<file path="config.mk">
export PLATFORM = sky130hd
export DESIGN_NAME = regbank_wr_arb
export DESIGN_NICKNAME = d
export VERILOG_FILES = /design/src/rtl/regbank_wr_arb.sv
export SDC_FILE = /design/constraint.sdc
export NUM_CORES = 1
export LEC_CHECK = 0
export BUFFER_PORTS_ARGS = -buffer_cell sky130_fd_sc_hd__buf_2
export CORE_UTILIZATION = 45
export CTS_CLUSTER_DIAMETER = 60
export DETAILED_ROUTE_END_ITERATION = 10
export PLACE_DENSITY = 0.9
export SYNTH_ARGS = -nofsm -noshare
export SYNTH_HDL_FRONTEND = slang
export SYNTH_SLANG_ARGS = --single-unit
</file>
<file path="constraint.sdc">
create_clock -name clk -period 5.3 [get_ports clk]
set_input_delay 0.795 -clock clk [delete_from_list [all_inputs] [get_ports clk]]
set_output_delay 0.795 -clock clk [all_outputs]
set_load 0.01 [all_outputs]
</file>
<file path="src/rtl/regbank_wr_arb.sv">
// regbank_wr_arb: round-robin write arbiter in front of a bank of enable-flop registers.
// NREQ clients each present {addr, data}. One winner per cycle gets a one-cycle grant.
// In the same cycle the winner's data goes onto the shared d bus, and its address
// becomes the one-hot register enable.
// Ports:
//   clk      clock, all state on posedge
//   rst      synchronous active-low reset
//   req      per-requester write request (held until granted)
//   wr_addr  requester i address in [i*AW +: AW]
//   wr_data  requester i data in [i*DW +: DW]
//   gnt      registered one-hot grant pulse
//   reg_en   registered one-hot register enable (zero when idle or out of range)
//   reg_d    registered write data to the bank
//   err      registered pulse: granted address was outside the bank
//   busy     combinational OR of req
module regbank_wr_arb #(
  parameter int NREQ = 4,
  parameter int NREG = 8,
  parameter int DW   = 8,
  parameter int AW   = 3
) (
  input  logic               clk,
  input  logic               rst,
  input  logic [NREQ-1:0]    req,
  input  logic [NREQ*AW-1:0] wr_addr,
  input  logic [NREQ*DW-1:0] wr_data,
  output logic [NREQ-1:0]    gnt,
  output logic [NREG-1:0]    reg_en,
  output logic [DW-1:0]      reg_d,
  output logic               err,
  output logic               busy
);

  localparam int PW = (NREQ > 1) ? $clog2(NREQ) : 1;
  localparam logic [PW:0] NREQ_W = (PW+1)'(NREQ);

  logic [PW-1:0]   last_ptr_reg;
  logic [AW-1:0]   addr_arr [NREQ];
  logic [DW-1:0]   data_arr [NREQ];
  logic [NREQ-1:0] elig;
  logic [2*NREQ-1:0] elig2;
  logic [PW:0]     pos;
  logic            found;
  logic [PW-1:0]   win;
  logic [AW-1:0]   sel_addr;
  logic            in_range;
  logic [NREG-1:0] en_next;

  genvar gi;
  generate
    for (gi = 0; gi < NREQ; gi++) begin : g_split
      assign addr_arr[gi] = wr_addr[gi*AW +: AW];
      assign data_arr[gi] = wr_data[gi*DW +: DW];
    end
  endgenerate

  assign busy = |req;

  // The requester currently holding gnt is being acknowledged this cycle and may
  // still show req, so it is masked out to avoid a double grant.
  assign elig  = req & ~gnt;
  // Two copies side by side let the search run linearly from last_ptr+1 with wrap.
  assign elig2 = {elig, elig};

  always_comb begin
    found = 1'b0;
    win   = '0;
    pos   = '0;
    for (int j = 1; j <= NREQ; j++) begin
      pos = {1'b0, last_ptr_reg} + (PW+1)'(j);
      if (!found && elig2[pos]) begin
        found = 1'b1;
        win   = (pos >= NREQ_W) ? PW'(pos - NREQ_W) : PW'(pos);
      end
    end
  end

  assign sel_addr = addr_arr[win];
  assign in_range = (int'(sel_addr) < NREG);

  generate
    for (gi = 0; gi < NREG; gi++) begin : g_en
      assign en_next[gi] = found && in_range && (int'(sel_addr) == gi);
    end
  endgenerate

  always_ff @(posedge clk) begin
    if (!rst) begin
      gnt          <= '0;
      reg_en       <= '0;
      reg_d        <= '0;
      err          <= 1'b0;
      last_ptr_reg <= PW'(NREQ - 1);
    end else begin
      reg_en <= en_next;
      err    <= found && !in_range;
      if (found) begin
        gnt          <= NREQ'(1) << win;
        reg_d        <= data_arr[win];
        last_ptr_reg <= win;
      end else begin
        gnt <= '0;
      end
    end
  end

endmodule
</file>
-- Yosys cells after proc, flatten, opt, wreduce, memory -nomap -nowiden
Cells that the tools add are included.
- add/subtract/negate cells: 8
- $lt $le $gt $ge: 9
- eq/ne operators: 7
- shift-type cells: 1
- mux-type cells: 26
- bitwise logic cells: 3
- reduce and logical (&&, ||, !) cells: 17
- operator list (cell ; count):
    $bmux 8 s2 ; 1
    $lt 3x4->1 const B ; 4
    $mux 2 ; 8
    $mux 8 ; 2
    $ge 3x3->1 const B ; 5
    $bmux 1 s3 ; 4
    $eq 3x3->1 const B ; 4
    $logic_and 1x1->1 ; 11
    $mux 1 ; 8
    $sub 2x1->2 const B ; 4
    $add 2x2->3 const B ; 2
    $bmux 3 s2 ; 1
    $eq 3x2->1 const B ; 2
    $mux 3 ; 2
    $and 4x4->4 ; 1
    $not 4->4 ; 1
    $reduce_or 4->1 ; 1
    $shl 1x2->4 const A ; 1
    $add 2x1->3 const B ; 1
    $add 2x3->3 const B ; 1
    $eq 3x1->1 const B ; 1
    $logic_not 1->1 ; 3
    $logic_not 3->1 ; 1
    $not 2->3 ; 1
    $reduce_and 2->1 ; 1
- flip-flop bits (word level): 22
- output and inout port bits: 22
- logic and storage cells: 75

-- Logic depth before layout (Yosys ltp)
Gate-level depths: netlist of the first run.
- depth after elaboration: 20
- mapped depth: 7

-- Least setup slack after synthesis of the first run
OpenSTA, ideal clock, no wires.
- path type: input to register
- from: input req[3]
- to: register reg_en[3]
- arrival time: 2381 ps
- required time: 5182 ps
- setup slack: 2801 ps
- stages on the path: 6
- buffers on the path: 1
- cell sequence: or3b_1 o211ai_1 a22o_1 buf_6 mux4_2 and4bb_2
- cells in the longest elaborated chain, start to end: 19
- RTL lines (element ; RTL line ; RTL):
    start, declared ; 24 ; input logic [NREQ-1:0] req,
    $and 4x4->4 (*) ; 61 ; assign elig = req & ~gnt;
    $bmux 1 s3 ; 71 ; if (!found && elig2[pos]) begin
    $mux 1 (implied by the code) ; 71 ;
    $mux 1 ; 71 ;
    $logic_not 1->1 ; 71 ;
    $logic_and 1x1->1 ; 71 ;
    $mux 1 ; 71 ;
    $logic_not 1->1 ; 71 ;
    [2 not listed] ; n/a ;
    $logic_not 1->1 ; 71 ;
    $logic_and 1x1->1 ; 71 ;
    $mux 2 ; 71 ;
    $not 2->3 (implied by the code) ; 78 ; assign sel_addr = addr_arr[win];
    $bmux 3 s2 ; 78 ;
    $mux 3 (implied by the code) (2 in a row) ; 78 ;
    $eq 3x3->1 ; 83 ; assign en_next[gi] = found && in_range && (int'(sel_addr) == gi);
    $logic_and 1x1->1 (*) ; 83 ;
    end signal, assigned ; 95 ; reg_en <= en_next;
    end, declared ; 28 ; output logic [NREG-1:0] reg_en,
Mark *: on every way between the ends. The rest lies on a longest branch, timed or not. The select of a mux whose other input is x is not followed.
A chain may end at the register's enable or synchronous reset.

-- Worst setup path in the final report of the first run
Ends and elaborated chain as after synthesis.

==> results of run 1 <==
==> synthesized netlist by cell type, types with 2 or more instances <==
cell                       number
sky130_fd_sc_hd__a21oi_1        2
sky130_fd_sc_hd__and4bb_2       2
sky130_fd_sc_hd__buf_2          3
sky130_fd_sc_hd__buf_4          3
sky130_fd_sc_hd__dfxtp_1       22
sky130_fd_sc_hd__inv_1          2
sky130_fd_sc_hd__mux2i_1       16
sky130_fd_sc_hd__mux4_2         3
sky130_fd_sc_hd__nand2_1       11
sky130_fd_sc_hd__nand2b_1       4
sky130_fd_sc_hd__nor2_1         4
sky130_fd_sc_hd__nor2b_1        3
sky130_fd_sc_hd__nor4b_2        3
sky130_fd_sc_hd__o221ai_1       9
==> final cells by class <==
type	instances	area (µm²)
Clock buffer	4	36.28
Fill cell	191	787.0
Inverter	2	7.507
Multi-Input combinational cell	74	640.6
Sequential cell	22	440.4
Tap cell	28	35.03
Timing Repair Buffer	70	350.3
==> how the worst max path moves through the flow <==
stage / slack (ns) / cells after the start / endpoint / startpoint
floorplan: 2.80 / 6 / reg_en[3] / req[3]
global placement: 1.93 / 6 / reg_en[3] / req[3]
detailed placement: 1.80 / 6 / reg_en[3] / req[3]
CTS: 2.11 / 6 / reg_en[3] / req[3]
global route: 1.97 / 6 / reg_en[6] / req[3]
finish: 2.11 / 6 / reg_en[3] / req[3]
==> worst min-delay path, stage by stage (launching register included) <==
cell and delay (ns):
sky130_fd_sc_hd__dfxtp_1 0.35, sky130_fd_sc_hd__nand2_1 0.05, sky130_fd_sc_hd__o221ai_1 0.06
==> logic make-up (layout without fill, tap and decap cells) <==
group | count (synthesis) | in the layout
buf+inv | 10 | 76
simple gates | 37 | 37
other cells | 1 | 1
flops | 22 | 22
compound gates | 17 | 17
mux | 19 | 19
==> power groups by stage <==
stage | sequential (W) | combinational, W | clock [W]
after floorplan | 0.000225 | 0.000141 | 0
after global placement | 0.000213 | 0.000201 | 0
after detailed placement | 0.000214 | 0.000211 | 0
after CTS | 0.000210 | 0.000212 | 0.0000926
after global routing | 0.000214 | 0.000231 | 0.000100
final | 0.000211 | 0.000210 | 0.0000908
==> metrics by stage <==
| stage | power [W] | cell area, µm² | std cells |
|---|---|---|---|
| CTS | 0.0005147 | 1510 | 200 |
| global route | 0.0005448 | 1510 | 200 |
| floorplan | 0.0003667 | 1141 | 106 |
| global placement | 0.0004139 | 1474 | 196 |
| finish | 0.0005110 | 1510 | 200 |
| detailed placement | 0.0004248 | 1474 | 196 |
==> routing by layer <==
metal  vias to the layer above  global-route usage, %  routed length, µm
met5                         -                      0                  0
met4                         0                  5.263                 17
met3                         2                  2.899                182
met2                        50                  42.83               1433
met1                       495                  24.46               1115
li1                        525                      -                  -
==> qor.log, run 1 <==
[timing] worst clock skew 0.004276 ns
[floorplanning] boundary pin count 72
[outcome] result of the run finished, final reports clean
[timing] worst setup margin 2.113 ns
[routing] DR iter-0 viols 29
[clock_network] buffers inserted during post-CTS setup optimization 0
[worst_setup_path] setup slack of the worst register-to-register path 2.34 ns
[timing] minimum clock period after layout 3.187 ns
[worst_setup_path] destination of the worst register-to-register timing path reg_en[3]
[final_layout] share of post-route cells with drive strength above 1 50.00%
[synth] average cell area after synthesis 10.77 µm²
[synth] combined area of all synthesized cells 1141 µm²
[clock_network] level count of the clock H-tree 1
[timing] Tightest Pin Transition 1.159 ns
[global_route] total global routing overflow 0
[floorplanning] Die ar. 2741 µm²
[routing] Vias 1072
[power] static leakage power 0.7596 nW
[timing] final worst path period share 60.13%
[timing] total setup violations reported at the end of the flow 0
[worst_setup_path] Critical Path Start Type primary input
[synth] Syn Inst Count 106
[power] proportion of power drawn by the clock network 17.8%
[global_route] first-pass GRT wire length 4.450 mm
[synth] dominant combinational cell family by area after synthesis simple AND/OR/NAND/NOR gates
[global_route] largest net degree at the start of global routing 24
[placement] worst slack at placement 1.795 ns
[timing] headroom to the max-slew limit 22.76%
[synth] Synth Area in XOR/XNOR 0%
[synth] number of synthesized register bits 22
[synth] share of the synthesized area in the top cell type 38.60%
[timing] setup tns final 0 ns
[routing] Antenna Nets Post-Route 0
[worst_setup_path] Register-to-Register Path Depth 5
[clock_network] Bufs on Longest Clock Path 2
[power] worst ir drop on vdd 0.2146 mV
[final_layout] number of diodes 0
[global_route] global-route usage over all layers 21.95%
[hold_path] cell depth of the worst min-delay path 2
[final_layout] area growth from synthesis to layout 32.35%
[routing] post-detailed-route wirelength per cell 13.74 µm
[clock_network] CTS root buf sky130_fd_sc_hd__clkbuf_4
[timing] number of hold violations in the final report 0
[worst_setup_path] CP Capture Type flop
[worst_setup_path] number of buffers and inverters on the critical path 1
[worst_setup_path] Crit Reg-Reg Startpoint last_ptr_reg[0]
[power] total power divided by cell area 338.3 nW/µm²
[power] proportion of power drawn by flip-flops and latches 41.2%
[timing] Pins Over Slew Limit 0
[power] net switching share of the total power 33.53%
[clock_network] clock transition at the registers of the reported paths 0.12 ns
[worst_setup_path] critical path data arrival time 3.39 ns
[floorplanning] Std-Cell Core Area 2297 µm²
[final_layout] commonest cells after routing, fill and taps aside sky130_fd_sc_hd__buf_2 (70), sky130_fd_sc_hd__dfxtp_1 (22), sky130_fd_sc_hd__mux2i_1 (16), sky130_fd_sc_hd__nand2_1 (11), sky130_fd_sc_hd__o221ai_1 (9)
[final_layout] leading registers by flop count reg_d: 8 flops, reg_en: 8 flops, gnt: 4 flops
[synth] Synthesized Nets 156
[hold_path] type of the worst min-delay path reg -> reg
[clock_network] CTS tree built
[worst_setup_path] cell family with the largest share of critical-path delay compound AO/OA/AOI/OAI gates
[routing] via count normalized by instance count 5.360
[synth] share of synthesized flip-flops with an asynchronous set or reset 0%
[hold_path] worst hold endpoint reg_d[7]
[placement] Port Buffer Count 70
[floorplanning] effective utilization at floorplan 49.67%
[routing] first-pass iteration count of the detailed router 4
[synth] adder-cell share of the synthesized area 0%
[synth] Synth Area in Compound Gates 12.28%
[synth] multiplexer area fraction after synthesis 19.96%
[worst_setup_path] Max Fanout on Critical Path 23
[global_route] initial antenna violation count 0
[worst_setup_path] worst-path cell chain buf_2, or3b_1, o211ai_1, a22o_1, mux4_2, and4bb_2
[clock_network] latest clock arrival within the worst-skew pair 0.30 ns
[worst_setup_path] maximum single-stage delay on the critical path 0.94 ns
[worst_setup_path] Worst path slowest cell sky130_fd_sc_hd__a22o_1
[timing] worst slack on hold paths 0.4847 ns
[placement] DP HPWL 2.167 mm
[final_layout] share of the core filled with cells 65.74%
[synth] number of synthesized flops with an enable pin 0
[worst_setup_path] kind of critical path in -> reg
[timing] setup repair after global routing missed its margin false
[clock_network] Hold Buf Count CTS 0
[timing] timing-limited maximum frequency 313.8 MHz
[synth] basic-gate share of the synthesized area counting and, or, nand and nor cells 23.57%
[power] cell internal power dissipation 0.0003396 W
[synth] Most used DFF post-synth sky130_fd_sc_hd__dfxtp_1
[power] portion of total power attributed to combinational logic 41.0%
[routing] post-route DRC violation count 0
[worst_setup_path] required time of the worst setup path 5.51 ns
[floorplanning] width of the die 52.36 µm
[clock_network] Sink Count 22
[final_layout] most frequent standard cell in the layout excluding fill and tap cells sky130_fd_sc_hd__buf_2
[global_route] vias in the first global route 1019
[synth] biggest area consumer among synthesized cells sky130_fd_sc_hd__dfxtp_1
[synth] Yosys warning total 0
[placement] routability cong. 0.7487
[floorplanning] vertical die dimension 52.36 µm
[run] Max-cap violations 0
[hold_path] startpoint of the lowest-slack hold path reg_d[7]
[floorplanning] Rows 17
[synth] cell types with the largest area share after synthesis sky130_fd_sc_hd__dfxtp_1 (39%), sky130_fd_sc_hd__mux2i_1 (14%), sky130_fd_sc_hd__o221ai_1 (6.9%), sky130_fd_sc_hd__mux4_2 (5.9%), sky130_fd_sc_hd__nor4b_2 (3.9%)
[clock_network] count of cells resized by post-cts repair 0
[synth] register area share after synthesis 38.60%
[power] total net switching power 0.0001713 W
[routing] Final Routed Wirelength 2.748 mm
[final_layout] total number of nets in the final design 223
[synth] distinct cell type count of the synthesized netlist 33
[clock_network] CTS Buf Count 3
(Power assumes the default switching activity.)
==> run 2, diff against run 1 <==
ABC_AREA = 1   (was default)
CORE_UTILIZATION = 48   (was 45)
PLACE_DENSITY = 0.86   (was 0.9)
clock period = 3.21 ns   (was 5.3 ns; I/O delays follow)
==> qor.log, run 2 <==
[global_route] initial antenna violation count 0
[timing] total setup violations reported at the end of the flow 0
[power] total net switching power 0.001369 W
[power] Tot Pwr 0.002459 W
[final_layout] number of diodes 0
[synth] Synthesized Nets 342
[routing] Final Routed Wirelength 4.105 mm
[synth] share of synthesized flip-flops with an asynchronous set or reset 0%
[clock_network] Bufs on Longest Clock Path 2
[placement] routability cong. 0.8280
[clock_network] count of cells resized by post-cts repair 0
[timing] timing-limited maximum frequency 390.2 MHz
[clock_network] CTS tree built
[synth] Syn Inst Count 292
[routing] Vias 2019
[outcome] result of the run finished, final reports clean
[power] portion of total power attributed to combinational logic 74.1%
[global_route] first-pass GRT wire length 6.734 mm
[clock_network] latest clock arrival within the worst-skew pair 0.31 ns
[worst_setup_path] CP Capture Type flop
[synth] average cell area after synthesis 5.823 µm²
[power] proportion of power drawn by flip-flops and latches 17.5%
[synth] register area share after synthesis 25.90%
[worst_setup_path] kind of critical path reg -> reg
[final_layout] area growth from synthesis to layout 22.15%
[final_layout] area of the multi-input gates 922.1 µm²
[routing] WL met3 269 µm
[synth] share of the synthesized area in the top cell type 25.90%
[synth] most frequent cell after synthesis sky130_fd_sc_hd__nand2_1
[routing] met1 routed wirelength after detailed routing 1.852 mm
[timing] setup tns final 0 ns
[timing] number of hold violations in the final report 0
[power] static leakage power 1.314 nW
[worst_setup_path] required time of the worst setup path 3.47 ns
[placement] DP HPWL 3.120 mm
[final_layout] share of post-route cells with drive strength above 1 25.21%
[timing] Pins Over Slew Limit 0
[power] total power divided by cell area 1184 nW/µm²
[final_layout] Fillers 375
[floorplanning] Std-Cell Core Area 3363 µm²
[floorplanning] width of the die 61.52 µm
[routing] Antenna Nets Post-Route 0
[final_layout] most frequent standard cell in the layout excluding fill and tap cells sky130_fd_sc_hd__buf_2
[clock_network] CTS root buf sky130_fd_sc_hd__clkbuf_4
[synth] Most used DFF post-synth sky130_fd_sc_hd__dfxtp_1
[timing] setup repair after global routing missed its margin false
[power] proportion of power drawn by the clock network 8.4%
[routing] routed length on met2 1.956 mm
[routing] post-route DRC violation count 0
[timing] Tightest Pin Transition 0.5301 ns
[hold_path] cell depth of the worst min-delay path 2
[hold_path] type of the worst min-delay path in -> reg
[synth] distinct cell type count of the synthesized netlist 22
[clock_network] clock transition at the registers of the reported paths 0.13 ns
[floorplanning] Rows 21
[routing] via count normalized by instance count 5.060
[worst_setup_path] critical path data arrival time 2.82 ns
[global_route] total global routing overflow 0
[power] net switching share of the total power 55.66%
[clock_network] CTS Buf Count 3
[timing] worst clock skew 0.01428 ns
[floorplanning] Die ar. 3785 µm²
[synth] Yosys warning total 0
[global_route] global-route usage over all layers 23.13%
[synth] number of synthesized register bits 22
[timing] final worst path period share 79.83%
[timing] worst slack on hold paths 0.3827 ns
[clock_network] Hold Buf Count CTS 0
[final_layout] share of the core filled with cells 61.76%
[final_layout] commonest cells after routing, fill and taps aside sky130_fd_sc_hd__buf_2 (70), sky130_fd_sc_hd__nand2_1 (68), sky130_fd_sc_hd__inv_1 (59), sky130_fd_sc_hd__nand3_1 (53), sky130_fd_sc_hd__nor2_1 (30)
[global_route] largest net degree at the start of global routing 45
[power] cell internal power dissipation 0.001090 W
[timing] worst setup margin 0.6474 ns
[worst_setup_path] Register-to-Register Path Depth 12
[final_layout] Sequential Area 440.4 µm²
[floorplanning] boundary pin count 72
[timing] minimum clock period after layout 2.563 ns
[routing] DR top layer met4
[floorplanning] effective utilization at floorplan 50.56%
[placement] Port Buffer Count 70
[power] worst ir drop on vdd 0.5334 mV
[routing] DR iter-0 viols 94
[worst_setup_path] Critical Path Start Type flop
[worst_setup_path] Max Fanout on Critical Path 29
[run] Max-cap violations 0
[floorplanning] vertical die dimension 61.52 µm
[synth] number of synthesized flops with an enable pin 0
[synth] commonest cells in the netlist sky130_fd_sc_hd__nand2_1 (68), sky130_fd_sc_hd__inv_1 (59), sky130_fd_sc_hd__nand3_1 (53)
[synth] cell types with the largest area share after synthesis sky130_fd_sc_hd__dfxtp_1 (26%), sky130_fd_sc_hd__nand3_1 (16%), sky130_fd_sc_hd__nand2_1 (15%), sky130_fd_sc_hd__inv_1 (13%), sky130_fd_sc_hd__nand4_1 (9.9%)
[final_layout] leading registers by flop count reg_d: 8 flops, reg_en: 8 flops, gnt: 4 flops
[clock_network] level count of the clock H-tree 1
[global_route] vias in the first global route 1591
[synth] combined area of all synthesized cells 1700 µm²
[placement] worst slack at placement 0.6685 ns
[routing] post-detailed-route wirelength per cell 10.29 µm
[clock_network] buffers inserted during post-CTS setup optimization 0
[synth] biggest area consumer among synthesized cells sky130_fd_sc_hd__dfxtp_1
[timing] headroom to the max-slew limit 64.62%
[clock_network] Sink Count 22
[final_layout] total number of nets in the final design 404
[routing] first-pass iteration count of the detailed router 5
## run 2: critical path: stages (launching register included)
cell and delay, ns:
sky130_fd_sc_hd__dfxtp_1 0.55, sky130_fd_sc_hd__nand3_1 0.18, sky130_fd_sc_hd__nand3_1 0.11, sky130_fd_sc_hd__nand2_1 0.12
sky130_fd_sc_hd__nand2_1 0.13, sky130_fd_sc_hd__nand2_1 0.09, sky130_fd_sc_hd__nand2_4 0.24, sky130_fd_sc_hd__nand3_2 0.48
sky130_fd_sc_hd__nand2_1 0.23, sky130_fd_sc_hd__nand2_1 0.08, sky130_fd_sc_hd__nand2_1 0.08, sky130_fd_sc_hd__nand3_2 0.11
sky130_fd_sc_hd__nor2_1 0.12
## run 2: kinds of logic after synthesis
group	share of synthesized area [%]
and+or+nand+nor	54.01
buffers and inverters	19.87
other	0.2205
DFF	25.90
## run 2: stage by stage
stage,instance area (µm²),instances
5_1_grt,2077,399
2_1_floorplan,1700,292
4_1_cts,2077,399
6_report,2077,399
3_5_place_dp,2024,395
3_3_place_gp,2024,395
## run 2: layout make-up
| type | instances | area share [%] |
|---|---|---|
| flip-flops and latches | 22 | 21.20 |
| repair buffers | 72 | 17.59 |
| well taps | 46 | 2.771 |
| inverters | 63 | 11.51 |
| clock buffers | 3 | 1.084 |
| multi-input cells | 192 | 44.40 |
| clock inverters | 1 | 1.446 |
## run 2: routing by layer
metal  track usage, %  up-vias
met5                0        -
met3            3.571        4
met1            32.99      896
met2            35.94       79
met4            6.667        0
li1                 -     1040
## run 2: power by group through the flow
stage | Clock (W) | Sequential (W) | Combinational [W]
after floorplan | 0 | 0.000456 | 0.00155
after global placement | 0 | 0.000436 | 0.00176
after detailed placement | 0 | 0.000436 | 0.00181
after CTS | 0.000214 | 0.000430 | 0.00182
after global routing | 0.000223 | 0.000442 | 0.00211
final | 0.000208 | 0.000430 | 0.00182
## run 2: worst paths after layout
check,start,endpoint,slack (ns)
hold reg to reg,reg_d[4],reg_d[4],0.58
setup reg to reg,last_ptr_reg[0],reg_en[7],0.65
setup / recovery,last_ptr_reg[0],reg_en[7],0.65
hold / removal,rst,last_ptr_reg[0],0.38
